$ cat src/rtl/alu_issue_stage.sv
// RV32I decode/operand-issue stage feeding the ALU: decodes instr into Op1/Op2/ALU_op
// and holds the result in one valid/ready pipeline register with flush and illegal-op count.
module alu_issue_stage #(
    parameter int ILL_CNT_W = 8
) (
    input  logic                 clk,
    input  logic                 reset_n,
    input  logic                 in_valid,
    output logic                 in_ready,
    input  logic [31:0]          instr,
    input  logic [31:0]          pc,
    input  logic [31:0]          rs1_data,
    input  logic [31:0]          rs2_data,
    input  logic                 flush,
    output logic                 out_valid,
    input  logic                 out_ready,
    output logic [31:0]          Op1,
    output logic [31:0]          Op2,
    output logic [3:0]           ALU_op,
    output logic [4:0]           rd,
    output logic                 illegal,
    output logic [ILL_CNT_W-1:0] ill_cnt
);

    localparam logic [6:0] OPC_OP     = 7'b0110011;
    localparam logic [6:0] OPC_OPIMM  = 7'b0010011;
    localparam logic [6:0] OPC_LUI    = 7'b0110111;
    localparam logic [6:0] OPC_AUIPC  = 7'b0010111;
    localparam logic [6:0] OPC_JAL    = 7'b1101111;
    localparam logic [6:0] OPC_JALR   = 7'b1100111;
    localparam logic [6:0] OPC_LOAD   = 7'b0000011;
    localparam logic [6:0] OPC_STORE  = 7'b0100011;
    localparam logic [6:0] OPC_BRANCH = 7'b1100011;

    localparam logic [3:0] ALU_ADD  = 4'b0000;
    localparam logic [3:0] ALU_SUB  = 4'b1000;
    localparam logic [3:0] ALU_SLT  = 4'b0010;
    localparam logic [3:0] ALU_SLTU = 4'b0011;

    function automatic logic [ILL_CNT_W-1:0] sat_inc(input logic [ILL_CNT_W-1:0] v);
        return (&v) ? v : v + {{(ILL_CNT_W-1){1'b0}}, 1'b1};
    endfunction

    logic [6:0]         opcode;
    logic [2:0]         funct3;
    logic signed [31:0] imm_i;
    logic signed [31:0] imm_s;
    logic [31:0]        imm_u;
    logic               unused_rs1_field;

    assign opcode = instr[6:0];
    assign funct3 = instr[14:12];
    assign imm_i  = {{20{instr[31]}}, instr[31:20]};
    assign imm_s  = {{20{instr[31]}}, instr[31:25], instr[11:7]};
    assign imm_u  = {instr[31:12], 12'b0};
    assign unused_rs1_field = ^instr[19:15];

    logic [31:0] dec_op1, dec_op2;
    logic [3:0]  dec_alu;
    logic        dec_ill;

    always_comb begin
        dec_op1 = '0;
        dec_op2 = '0;
        dec_alu = ALU_ADD;
        dec_ill = 1'b0;
        case (opcode)
            OPC_OP: begin
                dec_op1 = rs1_data;
                dec_op2 = rs2_data;
                dec_alu = {instr[30], funct3};
            end
            OPC_OPIMM: begin
                dec_op1 = rs1_data;
                if (funct3 == 3'b001 || funct3 == 3'b101) begin
                    dec_op2 = {27'b0, instr[24:20]};
                    dec_alu = {(funct3 == 3'b101) & instr[30], funct3};
                end else begin
                    // bit 30 is immediate here, so ADDI never turns into sub
                    dec_op2 = imm_i;
                    dec_alu = {1'b0, funct3};
                end
            end
            OPC_LUI: begin
                dec_op2 = imm_u;
            end
            OPC_AUIPC: begin
                dec_op1 = pc;
                dec_op2 = imm_u;
            end
            OPC_JAL, OPC_JALR: begin
                dec_op1 = pc;
                dec_op2 = 32'd4;
            end
            OPC_LOAD: begin
                dec_op1 = rs1_data;
                dec_op2 = imm_i;
            end
            OPC_STORE: begin
                dec_op1 = rs1_data;
                dec_op2 = imm_s;
            end
            OPC_BRANCH: begin
                case (funct3)
                    3'b000, 3'b001: dec_alu = ALU_SUB;
                    3'b100, 3'b101: dec_alu = ALU_SLT;
                    3'b110, 3'b111: dec_alu = ALU_SLTU;
                    default:        dec_ill = 1'b1;
                endcase
                if (!dec_ill) begin
                    dec_op1 = rs1_data;
                    dec_op2 = rs2_data;
                end
            end
            default: dec_ill = 1'b1;
        endcase
    end

    logic                 out_valid_q, out_valid_d;
    logic [31:0]          op1_q, op1_d;
    logic [31:0]          op2_q, op2_d;
    logic [3:0]           alu_q, alu_d;
    logic [4:0]           rd_q, rd_d;
    logic                 ill_q, ill_d;
    logic [ILL_CNT_W-1:0] cnt_q, cnt_d;
    logic                 capture;

    assign in_ready = !out_valid_q || out_ready;
    assign capture  = in_valid && in_ready && !flush;

    always_comb begin
        out_valid_d = out_valid_q;
        op1_d       = op1_q;
        op2_d       = op2_q;
        alu_d       = alu_q;
        rd_d        = rd_q;
        ill_d       = ill_q;
        cnt_d       = cnt_q;
        if (flush) begin
            out_valid_d = 1'b0;
        end else if (capture) begin
            out_valid_d = 1'b1;
            op1_d       = dec_op1;
            op2_d       = dec_op2;
            alu_d       = dec_alu;
            rd_d        = instr[11:7];
            ill_d       = dec_ill;
            if (dec_ill) cnt_d = sat_inc(cnt_q);
        end else if (out_ready) begin
            out_valid_d = 1'b0;
        end
    end

    // issue register boundary: decoded operands toward execute
    always_ff @(posedge clk or negedge reset_n) begin
        if (!reset_n) begin
            out_valid_q <= 1'b0;
            op1_q       <= '0;
            op2_q       <= '0;
            alu_q       <= '0;
            rd_q        <= '0;
            ill_q       <= 1'b0;
            cnt_q       <= '0;
        end else begin
            out_valid_q <= out_valid_d;
            op1_q       <= op1_d;
            op2_q       <= op2_d;
            alu_q       <= alu_d;
            rd_q        <= rd_d;
            ill_q       <= ill_d;
            cnt_q       <= cnt_d;
        end
    end

    assign out_valid = out_valid_q;
    assign Op1       = op1_q;
    assign Op2       = op2_q;
    assign ALU_op    = alu_q;
    assign rd        = rd_q;
    assign illegal   = ill_q;
    assign ill_cnt   = cnt_q;

endmodule

$ cat config.mk
export PLATFORM = sky130hd
export DESIGN_NAME = alu_issue_stage
export DESIGN_NICKNAME = d
export VERILOG_FILES = /design/src/rtl/alu_issue_stage.sv
export SDC_FILE = /design/constraint.sdc
export NUM_CORES = 1
export LEC_CHECK = 0
export ABC_CLOCK_PERIOD_IN_PS = 2200
export CAP_MARGIN = 0
export CORE_AREA = 8 8 110 112
export CTS_CLUSTER_SIZE = 10
export DETAILED_ROUTE_END_ITERATION = 6
export DIE_AREA = 0 0 118 120
export GPL_TIMING_DRIVEN = 0
export PLACE_DENSITY_LB_ADDON = 0.12
export RECOVER_POWER = 25
export SLEW_MARGIN = 5
export SYNTH_ARGS = -nofsm -noshare
export SYNTH_HDL_FRONTEND = slang
export SYNTH_SLANG_ARGS = --single-unit
$ cat constraint.sdc
create_clock -name clk -period 2.2 [get_ports clk]
set_input_delay 0.44 -clock clk [delete_from_list [all_inputs] [get_ports clk]]
set_output_delay 0.44 -clock clk [all_outputs]
set_load 0.02 [all_outputs]
**Word-level counts from Yosys, hierarchy flattened**

Cells that the tools add are included.

- Output and inout bits: 84
- Bits of input ports: 133
- Logic and storage cells: 59
- Register bits: 83

- Bitwise operators: 3
- Add/sub/neg operators: 1
- Equal/unequal tests: 14
- Multiplexer cells: 14
- Reduce and logical (&&, ||, !) cells: 20

Operator list:

| kind | count |
|---|---|
| $pmux 32 s7 | 1 |
| $mux 32 | 3 |
| $pmux 32 s3 | 1 |
| $pmux 4 s3 | 2 |
| $eq 7x6->1 const B | 3 |
| $eq 7x7->1 const B | 3 |
| $eq 7x5->1 const B | 2 |
| $eq 3x3->1 const B | 4 |
| $reduce_or 2->1 | 5 |
| $add 8x1->8 const B | 1 |
| $reduce_and 8->1 | 1 |
| $reduce_or 8->1 | 1 |
| $eq 7x2->1 const B | 1 |
| $reduce_or 6->1 | 1 |
| $mux 1 | 5 |
| $mux 4 | 1 |
| $reduce_and 4->1 | 1 |
| $reduce_or 4->1 | 1 |
| $eq 3x1->1 const B | 1 |
| $logic_not 3->1 | 1 |
| $reduce_bool 3->1 | 1 |
| $reduce_or 3->1 | 1 |
| $logic_and 1x1->1 | 2 |
| $logic_not 1->1 | 2 |
| 5 further kinds | 7 |

**Depth between registers and ports, before layout**

- Word-level depth: 6
- Mapped depth: 8
- Depth with buffers taken out: 6

**Least setup slack after synthesis**

Ideal clock, no wire load.

- Path kind: flip-flop to flip-flop
- From: reg out_valid_q, in the netlist out_valid
- To: reg cnt_q[1], in the netlist ill_cnt[1]
- Stages on the path, launching flop included: 7
- Setup slack: 0.391 ns
- Clock period less this slack: 1.809 ns
- Library setup time: 0.128 ns
- Arrival: 1.682 ns
- Path buffers: 0
- Required time: 2.072 ns
- Path through: dfrtp_1 > nor2b_1 > inv_1 > nand3b_1 > nor2_2 > nand3b_2 > mux2_1

- Longest elaborated chain between the ends: 5

RTL lines:

| element | line | RTL |
|---|---|---|
| from (decl) | 119 | `logic out_valid_q, out_valid_d;` |
| from (signal assigned) | 165 | `out_valid_q <= out_valid_d;` |
| $logic_not 1->1 | 128 | `assign in_ready = !out_valid_q \|\| out_ready;` |
| $logic_or 1x1->1 | 128 |  |
| via in_ready | 9 | `output logic in_ready,` |
| $logic_and 1x1->1 (2 in a row) | 129 | `assign capture = in_valid && in_ready && !flush;` |
| $reduce_and 4->1 (no source line) | -- |  |
| to (signal assigned) | 171 | `cnt_q <= cnt_d;` |
| to (decl) | 125 | `logic [ILL_CNT_W-1:0] cnt_q, cnt_d;` |

The timed path passes the listed nets, and every way through them passes these cells.
A chain may end at the register's enable or synchronous reset.

**Worst setup path in the final report**

- From: in out_ready
- To: out in_ready

- Longest elaborated chain between the ends: 1

RTL lines:

| element | line | RTL |
|---|---|---|
| from (decl) | 16 | `input logic out_ready,` |
| $logic_or 1x1->1 | 128 |  |
| to (decl) | 9 |  |

Every way passes these cells.

==> metrics.cfg <==
[outcome]
status=complete, no violations

[place]
dp_cells=778
gp_congestion=0.7865
port_buffers=215
place_area_sq_mm=0.006421
dp_hpwl_mm=11.90
pre_cts_slack_ns=-0.2043

[cells_and_area]
final_util=0.6324
nets=783
mostFrequentLayoutCells=clkdlybuf4s50_1, nand2_1, dfrtp_1
fin_area_sq_mm=0.006645
drive_above_1_share=0.09327
syn2layout_area_growth_pct=63.31
layout_commonest_cell=clkdlybuf4s50_1
diodes=0
final_cells=794

[synth]
postSynthCellCount=422
syn-num-nets=556
synth_seq_cells=83
synth_area_sq_mm=0.004069
synthDominantCellAreaShare=0.5105
synth_area_leaders=dfrtp_1, a22oi_1, nand2_1
yosysSeqAreaShare=0.5105
yosysWarnings=0
synth_cell_type_count=52
yosys.area.top_type=dfrtp_1
syn_avg_cell_area_sq_um=9.642

[power_and_ir_drop]
seqPwrFrac=0.456
p_int_w=0.002671
vdd_drop_max_mv=0.6527
total_leakage_power_nw=2.592
p_per_area_mw_per_mm2=555.1
clock_power_share=0.334
swShare=0.2760
combPwrFrac=0.210
netSwitchingPower_w=0.001018

[floorplan]
start_util=0.3872
core_sq_mm=0.01051
die_w_microns=118
die_area_sq_mm=0.01416
die_h_microns=120
pin_count=217
rows=38

[grt]
grtUsageTotal=0.2071
overflow=0
antenna_found_initial=0
grt_max_degree=45
grt_pass1_wl_mm=23.45
grt_pass1_vias=4384

[sta]
timing.final.ws_setup_ns=0.09534
clock_skew_ns=0.01025
tns_ns=0
drv_slew=0
post-route-period-util=0.9567
rsz0062_at_grt=no
min_period_ns=2.105
relSlewSlack=0.3076
max_freq_mhz=475.1
hold_viol_final=0
tightest_slew_ns=1.039
setup_violations=0

[critical_path]
arrival_ns=1.66
worst_path_most_repeated_cell=clkdlybuf4s50_1
path_class=input port to output pin
setup.worst_path.start_class=input port
required_ns=1.76
slowest_stage=clkdlybuf4s50_1
cp_slowest_stage_delay_ns=0.61
worst-path-max-fanout=3
crit_chain=clkdlybuf4s50_1 -> nor2b_2 -> inv_1 -> clkdlybuf4s50_1
crit_path_end_kind=output pin

[route]
avgViaCountPerCell=5.208
drtAntennaViolNets=0
wl_mm=14.67
drtIter0Drc=190
drc_errors=0
wl_per_cell_microns=18.48
drtPass1Iterations=4
via_count=4135

[clocking]
clockBufferDepth=2
clock_latency_ns=0.35
ctsHtreeMaxLevel=3
cts_resized=0
cts.sinks=83
clock-root-buffer=clkbuf_8
tritoncts=yes
postCtsSetupBuffers=0
clk_pin_slew_ns=0.08
cts_buffers=9
hold_buffers=0

[flow_run]
maxCapViolations=0

[hold_path]
hold_path_class=input port to async pin

[power groups by stage]
stage	clock network [W]	logic [W]	registers [W]
detailed placement	0	0.000782	0.00171
global route	0.00134	0.000846	0.00169
global placement	0	0.000762	0.00171
finish	0.00123	0.000775	0.00168
CTS	0.00126	0.000785	0.00168
floorplan	0	0.000198	0.00178
[logic make-up (layout without fill, tap and decap cells)]
| group | Yosys count | count (layout) | synth area share |
|---|---|---|---|
| AOI/OAI and AO/OA | 152 | 152 | 0.2463 |
| xor gates and xnor gates | 6 | 6 | 0.01292 |
| adders and majority gates | 1 | 1 | 0.003075 |
| buffers and inverters | 39 | 271 | 0.05781 |
| DFF | 83 | 83 | 0.5105 |
| muxes | 2 | 2 | 0.005535 |
| and+or+nand+nor | 139 | 139 | 0.1639 |
[worst max-delay path, delay by kind of cell]
kind                   cells  cell delay [ns]
buffers and inverters      3             1.16
AND/OR/NAND/NOR            1             0.06
[through the flow]
stage	power [W]	hold WS [ns]
2_1_floorplan	0.001983	0.1444
3_3_place_gp	0.002467	0.4630
3_5_place_dp	0.002492	0.4518
4_1_cts	0.003730	0.06202
5_1_grt	0.003876	0.3336
6_report	0.003688	0.2569
[per-layer routing]
metal	global-route usage	routed length (microns)	share of wire
met3	0.07046	962	0.066
met5	0	0	0
met1	0.2355	5989	0.41
met2	0.3566	7361	0.50
met4	0.07446	359	0.024
[synthesized netlist by cell type, drive strengths merged]
master	count
nand2	89
dfrtp	83
o21ai	75
a22oi	45
buf	27
a221oi	20
nand3	10
nor2	10
inv	7
xnor2	6
clkbuf	5
a21oi	4
nand2b	4
nand4	4
a22o	3
and3	3
nor3	3
and2	2
and2b	2
mux2	2
nand3b	2
nor2b	2
nor3b	2
nor4	2
o31ai	2
or3	2
a2111oi	1
a21o	1
and3b	1
ha	1
nand4b	1
o22ai	1
[registers in the layout, summed over array words and instances (netlist names)]
signal / cells
out_valid: 1
rd: 5
Op1: 32
ALU_op: 4
illegal: 1
ill_cnt: 8
Op2: 32
[path summary, 6_finish.rpt]
check	start	endpoint	slack (ns)	cells past startpoint
min	reset_n	Op1[15]$_DFFE_PN0P_	0.26	1
min in group clk	instr[6]	ALU_op[3]$_DFFE_PN0P_	0.48	3
max in group asynchronous	reset_n	ALU_op[1]$_DFFE_PN0P_	1.20	2
max	out_ready	in_ready	0.1	4
min reg2reg	rd[1]$_DFFE_PN0P_	rd[1]$_DFFE_PN0P_	0.49	2
max reg2reg	out_valid$_DFFE_PN0P_	Op2[23]$_DFFE_PN0P_	0.26	5
[final cells by class]
class / instances / area [sq um]
Multi-Input combinational cell: 300 / 1759
Clock buffer: 9 / 123.9
Timing Repair Buffer: 216 / 2175
Clock inverter: 7 / 100.1
Buffer: 32 / 209.0
Fill cell: 919 / 3862
Sequential cell: 83 / 2077
Tap cell: 140 / 175.2
Inverter: 7 / 26.28
No activity file was read; power rests on OpenSTA's default activity.
